**src/rtl/ula_multiciclo_if.sv**
```systemverilog
`default_nettype none
// ============================================================================
// Module : ula_multiciclo_if
// Brief  : Start/busy/done handshake and operand/result bus for ula_multiciclo.
// Rev    : 1.0
// ============================================================================
interface ula_multiciclo_if #(
  parameter int LARGURA = 32
);
  logic               inicio;
  logic [4:0]         controle;
  logic [LARGURA-1:0] A;
  logic [LARGURA-1:0] B;
  logic [LARGURA-1:0] resultado;
  logic               zero;
  logic               desvio;
  logic               ocupado;
  logic               pronto;
  logic               erro;

  modport master (
    output inicio, controle, A, B,
    input  resultado, zero, desvio, ocupado, pronto, erro
  );

  modport slave (
    input  inicio, controle, A, B,
    output resultado, zero, desvio, ocupado, pronto, erro
  );
endinterface
`default_nettype wire

```
**src/rtl/ula_multiciclo.sv**
```systemverilog
`default_nettype none
// ============================================================================
// Module : ula_multiciclo
// Brief  : Multi-cycle ALU; define ULA_MULTDIV_EN for iterative mult/div/mod.
// Rev    : 1.0
// ============================================================================
module ula_multiciclo #(
  parameter int LARGURA = 32
) (
  input  logic              clock,
  input  logic              reset,
  ula_multiciclo_if.slave   bus
);
  localparam int c_SH = $clog2(LARGURA);

  logic [LARGURA-1:0] r_resultado;
  logic               r_zero, r_desvio, r_erro, r_pronto;
  logic [LARGURA-1:0] w_res, w_dif;
  logic               w_desvio, w_erro, w_iter, w_aceita, w_menor, w_maior;

`ifdef ULA_MULTDIV_EN
  localparam int                c_CW      = $clog2(LARGURA);
  localparam logic [c_CW-1:0]   c_ULTIMO  = c_CW'(LARGURA - 1);

  typedef enum logic [1:0] {OCIOSO = 2'd0, CALC = 2'd1, AJUSTE = 2'd2} estado_t;
  estado_t            r_estado;
  logic               r_ocupado, r_neg_q, r_neg_r;
  logic [1:0]         r_op;
  logic [c_CW-1:0]    r_cont;
  logic [LARGURA:0]   r_rem;
  logic [LARGURA-1:0] r_q, r_d;
  logic [LARGURA-1:0] w_mag_a, w_mag_b, w_ajuste;
  logic [LARGURA:0]   w_trial;

  always_comb begin
    w_mag_a = bus.A[LARGURA-1] ? -bus.A : bus.A;
    w_mag_b = bus.B[LARGURA-1] ? -bus.B : bus.B;
    // Restoring step: shift next dividend bit in, try subtracting the divisor
    w_trial = {r_rem[LARGURA-1:0], r_q[LARGURA-1]} - {1'b0, r_d};
    case (r_op)
      2'b00:   w_ajuste = r_neg_q ? -r_rem[LARGURA-1:0] : r_rem[LARGURA-1:0];
      2'b01:   w_ajuste = r_neg_q ? -r_q : r_q;
      default: w_ajuste = r_neg_r ? -r_rem[LARGURA-1:0] : r_rem[LARGURA-1:0];
    endcase
  end

  assign w_aceita    = bus.inicio && (r_estado == OCIOSO);
  assign bus.ocupado = r_ocupado;
`else
  assign w_aceita    = bus.inicio;
  assign bus.ocupado = 1'b0;
`endif

  assign w_dif   = bus.A - bus.B;
  assign w_menor = $signed(bus.A) < $signed(bus.B);
  assign w_maior = $signed(bus.A) > $signed(bus.B);

  always_comb begin
    w_res    = '0;
    w_desvio = 1'b0;
    w_erro   = 1'b0;
    w_iter   = 1'b0;
    case (bus.controle)
      5'd0:  w_res = bus.A + bus.B;
      5'd1:  w_res = w_dif;
      5'd2:  w_res = bus.A & bus.B;
      5'd3:  w_res = bus.A | bus.B;
      5'd4:  w_res = ~bus.A;
      5'd5:  w_res = bus.A << bus.B[c_SH-1:0];
      5'd6:  w_res = bus.A >> bus.B[c_SH-1:0];
      5'd7:  begin w_res = w_dif; w_desvio = (bus.A == bus.B); end
      5'd8:  begin w_res = w_dif; w_desvio = (bus.A != bus.B); end
      5'd9:  begin w_res = w_dif; w_desvio = bus.A[LARGURA-1]; end
      5'd10: w_res = {{(LARGURA-1){1'b0}}, w_menor};
      5'd11: w_res = {{(LARGURA-1){1'b0}}, w_maior};
`ifdef ULA_MULTDIV_EN
      5'd12: w_iter = 1'b1;
      5'd13: if (bus.B == '0) begin w_res = '1; w_erro = 1'b1; end
             else w_iter = 1'b1;
      5'd14: if (bus.B == '0) begin w_res = bus.A; w_erro = 1'b1; end
             else w_iter = 1'b1;
`endif
      5'd15: w_res = bus.A ^ bus.B;
      5'd16: w_res = ~(bus.A & bus.B);
      5'd17: w_res = ~(bus.A | bus.B);
      5'd18: begin w_res = w_dif; w_desvio = w_menor; end
      5'd19: begin w_res = w_dif; w_desvio = w_maior; end
      default: w_erro = 1'b1;
    endcase
  end

  always_ff @(posedge clock) begin
    if (reset) begin
      r_resultado <= '0;
      r_zero      <= 1'b1;
      r_desvio    <= 1'b0;
      r_erro      <= 1'b0;
      r_pronto    <= 1'b0;
`ifdef ULA_MULTDIV_EN
      r_estado    <= OCIOSO;
      r_ocupado   <= 1'b0;
      r_cont      <= '0;
      r_rem       <= '0;
      r_q         <= '0;
      r_d         <= '0;
      r_op        <= '0;
      r_neg_q     <= 1'b0;
      r_neg_r     <= 1'b0;
`endif
    end else begin
      r_pronto <= 1'b0;
      if (w_aceita && !w_iter) begin
        r_resultado <= w_res;
        r_zero      <= (w_res == '0);
        r_desvio    <= w_desvio;
        r_erro      <= w_erro;
        r_pronto    <= 1'b1;
      end
`ifdef ULA_MULTDIV_EN
      case (r_estado)
        OCIOSO: if (w_aceita && w_iter) begin
          r_op      <= bus.controle[1:0];
          r_neg_q   <= bus.A[LARGURA-1] ^ bus.B[LARGURA-1];
          r_neg_r   <= bus.A[LARGURA-1];
          r_q       <= w_mag_a;
          r_d       <= w_mag_b;
          r_rem     <= '0;
          r_cont    <= '0;
          r_ocupado <= 1'b1;
          r_estado  <= CALC;
        end
        CALC: begin
          // Multiply is shift-add on magnitudes; only the low word is kept
          if (r_op == 2'b00) begin
            r_rem <= {1'b0, r_rem[LARGURA-1:0] + (r_q[0] ? r_d : '0)};
            r_d   <= r_d << 1;
            r_q   <= r_q >> 1;
          end else if (!w_trial[LARGURA]) begin
            r_rem <= w_trial;
            r_q   <= {r_q[LARGURA-2:0], 1'b1};
          end else begin
            r_rem <= {r_rem[LARGURA-1:0], r_q[LARGURA-1]};
            r_q   <= {r_q[LARGURA-2:0], 1'b0};
          end
          r_cont <= r_cont + 1'b1;
          if (r_cont == c_ULTIMO) r_estado <= AJUSTE;
        end
        AJUSTE: begin
          r_resultado <= w_ajuste;
          r_zero      <= (w_ajuste == '0);
          r_desvio    <= 1'b0;
          r_erro      <= 1'b0;
          r_pronto    <= 1'b1;
          r_ocupado   <= 1'b0;
          r_estado    <= OCIOSO;
        end
        default: r_estado <= OCIOSO;
      endcase
`endif
    end
  end

  assign bus.resultado = r_resultado;
  assign bus.zero      = r_zero;
  assign bus.desvio    = r_desvio;
  assign bus.erro      = r_erro;
  assign bus.pronto    = r_pronto;

endmodule
`default_nettype wire
```
**src/flat_wrapper.sv**
```systemverilog
// flat-port wrapper written by rule: the top's interface ports become plain ports
module ula_multiciclo_flat 
#(
  parameter int LARGURA = 32
)
  (clock, reset, bus_inicio, bus_controle, bus_A, bus_B, bus_resultado, bus_zero, bus_desvio, bus_ocupado, bus_pronto, bus_erro);
  ula_multiciclo_if #(.LARGURA(LARGURA)) bus_i ();
  input  logic clock;
  input  logic reset;
  input wire logic [$bits(bus_i.inicio)-1:0] bus_inicio;
  input wire logic [$bits(bus_i.controle)-1:0] bus_controle;
  input wire logic [$bits(bus_i.A)-1:0] bus_A;
  input wire logic [$bits(bus_i.B)-1:0] bus_B;
  output wire logic [$bits(bus_i.resultado)-1:0] bus_resultado;
  output wire logic [$bits(bus_i.zero)-1:0] bus_zero;
  output wire logic [$bits(bus_i.desvio)-1:0] bus_desvio;
  output wire logic [$bits(bus_i.ocupado)-1:0] bus_ocupado;
  output wire logic [$bits(bus_i.pronto)-1:0] bus_pronto;
  output wire logic [$bits(bus_i.erro)-1:0] bus_erro;
  assign bus_i.inicio = bus_inicio;
  assign bus_i.controle = bus_controle;
  assign bus_i.A = bus_A;
  assign bus_i.B = bus_B;
  assign bus_resultado = bus_i.resultado;
  assign bus_zero = bus_i.zero;
  assign bus_desvio = bus_i.desvio;
  assign bus_ocupado = bus_i.ocupado;
  assign bus_pronto = bus_i.pronto;
  assign bus_erro = bus_i.erro;
  ula_multiciclo #(.LARGURA(LARGURA)) u_core (.clock(clock), .reset(reset), .bus(bus_i));
endmodule
```
**config.mk**
```make
export PLATFORM = sky130hd
export DESIGN_NAME = ula_multiciclo_flat
export DESIGN_NICKNAME = d
export VERILOG_FILES = /design/src/rtl/ula_multiciclo_if.sv /design/src/rtl/ula_multiciclo.sv /design/src/flat_wrapper.sv
export SDC_FILE = /design/constraint.sdc
export NUM_CORES = 1
export LEC_CHECK = 0
export ABC_AREA = 1
export CAP_MARGIN = 20
export CORE_AREA = 2 2 197 199
export CTS_BUF_LIST = sky130_fd_sc_hd__clkbuf_4
export CTS_CLUSTER_SIZE = 40
export DETAILED_ROUTE_END_ITERATION = 8
export DIE_AREA = 0 0 199 201
export SLEW_MARGIN = 20
export SYNTH_ARGS = -nofsm -noshare
export SYNTH_HDL_FRONTEND = slang
export SYNTH_SLANG_ARGS = --single-unit
export TNS_END_PERCENT = 10
```
**constraint.sdc**
```tcl
create_clock -name clock -period 6.25 [get_ports clock]
set_clock_uncertainty 0.2 [all_clocks]
set_input_delay 0.9375 -clock clock [delete_from_list [all_inputs] [get_ports clock]]
set_output_delay 0.9375 -clock clock [all_outputs]
set_load 0.02 [all_outputs]
```
**Yosys cells after proc, flatten, opt, wreduce, memory -nomap -nowiden**

Index checks and enable logic that the tools add are counted.

- Flip-flop bits (word level): 36
- Bits of input ports: 72
- Word-level logic and storage cells: 43

- Add/subtract/negate cells: 2
- Order comparisons: 2
- Eq/ne operators: 18
- Shifts and indexed selects: 2
- Multiplexer cells: 4
- Bitwise gates (word level): 6
- Reductions and logical operators: 4

Operator list:

| operator | number |
|---|---|
| case mux 32 bit (12 select lines) | 1 |
| inverter 32 bit | 3 |
| adder 32 bit | 1 |
| bitwise AND 32 bit | 1 |
| equality test 32 bit | 1 |
| > comparator 32 bit | 1 |
| zero test 32 bit | 1 |
| less-than comparator 32 bit | 1 |
| != test 32 bit | 1 |
| OR 32 bit | 1 |
| left shift 32 x 5 -> 32 bit | 1 |
| right shift 32 x 5 -> 32 bit | 1 |
| subtractor 32 bit | 1 |
| XOR 32 bit | 1 |
| equality test 5 x 4 -> 1 bit, second input constant | 5 |
| equality test 5 x 3 -> 1 bit, second input constant | 4 |
| equality test 5 bit, second input constant | 4 |
| OR reduction 17 bit | 1 |
| equality test 5 x 2 -> 1 bit, second input constant | 2 |
| OR reduction 6 bit | 1 |
| equality test 5 x 1 -> 1 bit, second input constant | 1 |
| zero test 5 bit | 1 |
| case mux 1 bit (5 select lines) | 1 |
| two-way mux 1 bit | 2 |

**Depth between registers and ports, before layout**

- Depth after elaboration: 4
- Mapped depth: 24
- Gate-level depth less buffers: 21

**Worst setup path after synthesis**

OpenSTA, ideal clock, no wires.

- Path kind: input to register
- From: input bus_B[3]
- To: register u_core.r_zero, in the netlist u_core.bus.zero
- Data arrival time: 3372 ps
- Required time: 5991 ps
- Setup slack: 2619 ps
- Stages on the path: 20
- Path buffers: 4
- Path through: buf_2 inv_1 buf_2 clkbuf_1 ha_1 buf_2 nor2_1 nand2_1 inv_1 nand2_1 nand2_1 nand2_1 nand2_2 a21oi_1 or2_2 a21oi_1 nand2_1 nor2_1 nand3_1 nand2_1

- Cells in the longest elaborated chain, start to end: 4
- Elaborated cells on any way between the ends: 13

RTL lines:

| element | RTL line | text |
|---|---|---|
| start, declared | flat_wrapper.sv:13 | `input wire logic [$bits(bus_i.B)-1:0] bus_B;` |
| parallel branches: the longest is 2 deep, another holds subtractor 32 bit | -- |  |
| case mux 32 bit (12 select lines) (*) | ula_multiciclo.sv:63 | `case (bus.controle)` |
| zero test 32 bit (*) | ula_multiciclo.sv:114 | `r_zero <= (w_res == '0);` |
| end signal, assigned | ula_multiciclo.sv:114 |  |
| end, declared | ula_multiciclo.sv:17 | `logic r_zero, r_desvio, r_erro, r_pronto;` |

Every way passes the cells marked *.
A chain may end at the register's enable or synchronous reset.

**Worst setup path after layout**

- From: input bus_B[0]
- To: register u_core.r_zero, in the netlist u_core.bus.zero

Same word-level chain as after synthesis.

==> flow_metrics.tcl <==
set metrics [dict create \
    outcome "finished clean" \
    post_dp_cell_area_um2 12810 \
    ant_nets 0 \
    rsz0062_at_grt "false" \
    initial_core_util_pct 30.40 \
    grt_use_met1_pct 43.07 \
    synth_nets 2420 \
    synthesis.area_um2 11590 \
    yosys-mux-area-fraction_pct 0.08639 \
    gr-usage-met3_pct 3.646 \
    routedWlPerCell_um 23.48 \
    nNetsFinal 2440 \
    synth_compound_area_share_pct 14.07 \
    hp-start "u_core.bus.resultado[10]" \
    synth-async-reset-ratio_pct 0 \
    syn_area_per_cell_um2 5.152 \
    ir_drop_v 0.00007070 \
    setup_tns_ps 0 \
    clkSlewWorstSetupHoldPaths_ps 110 \
    min_path_cells 2 \
    die_width_um 199 \
    grt_max_degree 70 \
    slew_headroom_pct 28.88 \
    hold_violations 0 \
    multiInputGateArea_um2 9279 \
    top_usage_layer "met2" \
    via_count 15980 \
    synthTopCellsByArea "nand3_1 20%, nand2_1 19%, ha_1 10%, nor2_1 8.7%, inv_1 8.1%" \
    ioPinCount 109 \
    cts.repair.resized 0 \
    cts.path.max_buffers 2 \
    firstDrtPassIters 6 \
    use_met2_pct 52.41 \
    r2r_cells 2 \
    r2r_setup_slack_ps 4840 \
    cts.sinks 36 \
    diodes 0 \
    grt_pass1_wl_mm 95.12 \
    drt_iter0_drc 1934 \
    area_growth_pct 11.30 \
    setup_viol 0 \
    worstHoldEndpoint "u_core.bus.resultado[10]" \
    crit_arrival_ps 4950 \
    synthSimpleGateAreaFrac_pct 54.88 \
    synth_cell_types 48 \
    synth_common_cells "583 x nand2_1, 472 x nand3_1, 268 x nor2_1, 251 x inv_1, 101 x o21ai_0" \
    critPathCaptureType "flip-flop" \
    critical_path_required_ps 6360 \
    timing.rr.end "u_core.bus.resultado[9]" \
    netlist.area_leader.share_pct 20.39 \
    timing.hold.ws_ps 300.0 \
    core_area_um2 38110 \
    cts_tree "built" \
    drc 0 \
    fmax_mhz 206.6 \
    yosys.area_share.xor_xnor_pct 0.1512 \
    dpl.hpwl_mm 53.69 \
    seq_area_frac_synth_pct 6.220 \
    dieArea_um2 40000 \
    synth_fa_ha_area_share_pct 10.82 \
    fin_crit_ps 4840 \
    overflow 0 \
    grt_pass1_vias 14980 \
    critPathMaxFanout 39 \
    power.density_nw_per_um2 117.8 \
    postCtsHoldBufs 0 \
    antenna_found_initial 0 \
    synth-seq-cells 36 \
    synth_edf_count 0 \
    yosys_warnings 0 \
    wirelength_mm 65.46 \
    drv_cap 0 \
    synth_ff_type "dfxtp_1" \
    clkLatencyLatePin_ps 360 \
    layout-drive-gt1-share_pct 3.040 \
    report.final.slew_viol_count 0 \
    reg2reg_from "u_core.bus.resultado[9]" \
    regArea_um2 720.7 \
    stdcell_area_um2 12890 \
    grt_use_total_pct 32.08 \
    fill_cells 4437 \
    cts_root_buf "clkbuf_4" \
    leakage_nw 6.384 \
    die_h_um 201 \
    synth_top_family_by_area "simple AND/OR/NAND/NOR gates" \
    htree_num_levels 2 \
    yosysTopAreaCell "nand3_1" \
    vias_per_cell 5.730 \
    worst_pin_slew_ps 1063 \
    start_kind "input port" \
    synth.most_common_cell "nand2_1" \
    min-delay-path-class "reg2reg" \
    rows 72 \
    timing.final.crit_share_pct 77.43 \
    cts_made_buffers 5 \
    critical_path_class "in2reg" \
    synth_cells 2249 \
    portBuffers 107 \
    gp_congestion 1.008 \
    cts_setup_buffers 0 \
]
[how the worst max path moves through the flow]
| stage | start | end | slack, ps |
|---|---|---|---|
| 2_1_floorplan | bus_B[3] | u_core.bus.zero | 2620 |
| 6_report | bus_B[0] | u_core.bus.zero | 1410 |
| 4_1_cts | bus_B[0] | u_core.bus.zero | 1500 |
| 3_5_place_dp | bus_B[0] | u_core.bus.zero | 1120 |
| 5_1_grt | bus_B[0] | u_core.bus.zero | 1320 |
| 3_3_place_gp | bus_B[0] | u_core.bus.zero | 1000 |
[registers in the layout, summed over array words and instances (netlist names)]
register / flops
u_core.bus.resultado: 32
u_core.bus.desvio: 1
u_core.bus.erro: 1
u_core.bus.pronto: 1
u_core.bus.zero: 1
[layer usage]
metal / vias up / wire [um]
met5: - / 0
met4: 0 / 2938
met3: 127 / 5538
met2: 884 / 29700
met1: 7500 / 27290
li1: 7465 / -
[power by group]
| group | internal [mW] | switching (mW) | total [mW] |
|---|---|---|---|
| logic | 0.319 | 0.772 | 1.09 |
| clock network | 0.0833 | 0.0866 | 0.170 |
| registers | 0.247 | 0.0103 | 0.257 |
| total | 0.650 | 0.869 | 1.52 |
[cells by family (layout without fill, tap and decap cells)]
logic type               Yosys count  count (layout)
AO/OA/AOI/OAI                    288             288
other                              1               1
buffers and inverters            372             393
AND/OR/NAND/NOR                 1450            1450
multiplexers                       1               1
XOR/XNOR                           2               2
adder cells (fa/ha/maj)           99              99
flip-flops                        36              36
[cells in the final DEF (no fill, tap or decap), types with 13 or more instances in the layout]
cell,instances
nand3_1,472
inv_1,250
nand2_1,583
ha_1,97
a21oi_1,86
o21ai_1,13
o211ai_1,30
dfxtp_1,36
nor2_1,268
nor3_1,30
o22ai_1,21
nand4_1,41
clkdlybuf4s50_1,103
buf_4,18
o21ai_0,101
[worst max-delay path, cell delays in order]
cell and delay [ps]:
clkdlybuf4s50_1 390, buf_4 280, ha_1 390, fa_1 510, o21ai_0 340, nand4_1 200, nand2_1 170, nand2_1 120
nand2_1 150, nand2_1 90, nand3_1 140, nand2_1 130, nand2_1 110, nor2_1 70, nor2_1 310, nand3_1 180
nor2_1 240, nand3_1 110, nand2_1 70
[cell type report]
class | instances | area share [%]
clock inverters | 3 | 0.3299
flip-flops and latches | 36 | 5.589
repair buffers | 125 | 9.199
multi-input cells | 1841 | 71.96
clock buffers | 5 | 0.2911
inverters | 260 | 7.607
well taps | 518 | 5.026
[metrics by stage]
step / power (mW) / util (%) / cells / setup slack [ps]
3_3_place_gp: 1.323 / 33.63 / 2780 / 1002
2_1_floorplan: 0.9202 / - / 2249 / 2619
6_report: 1.519 / 33.84 / 2788 / 1410
4_1_cts: 1.492 / 33.84 / 2788 / 1498
3_5_place_dp: 1.318 / 33.63 / 2780 / 1121
5_1_grt: 1.618 / 33.84 / 2788 / 1318
No activity file was read; power rests on OpenSTA's default activity.
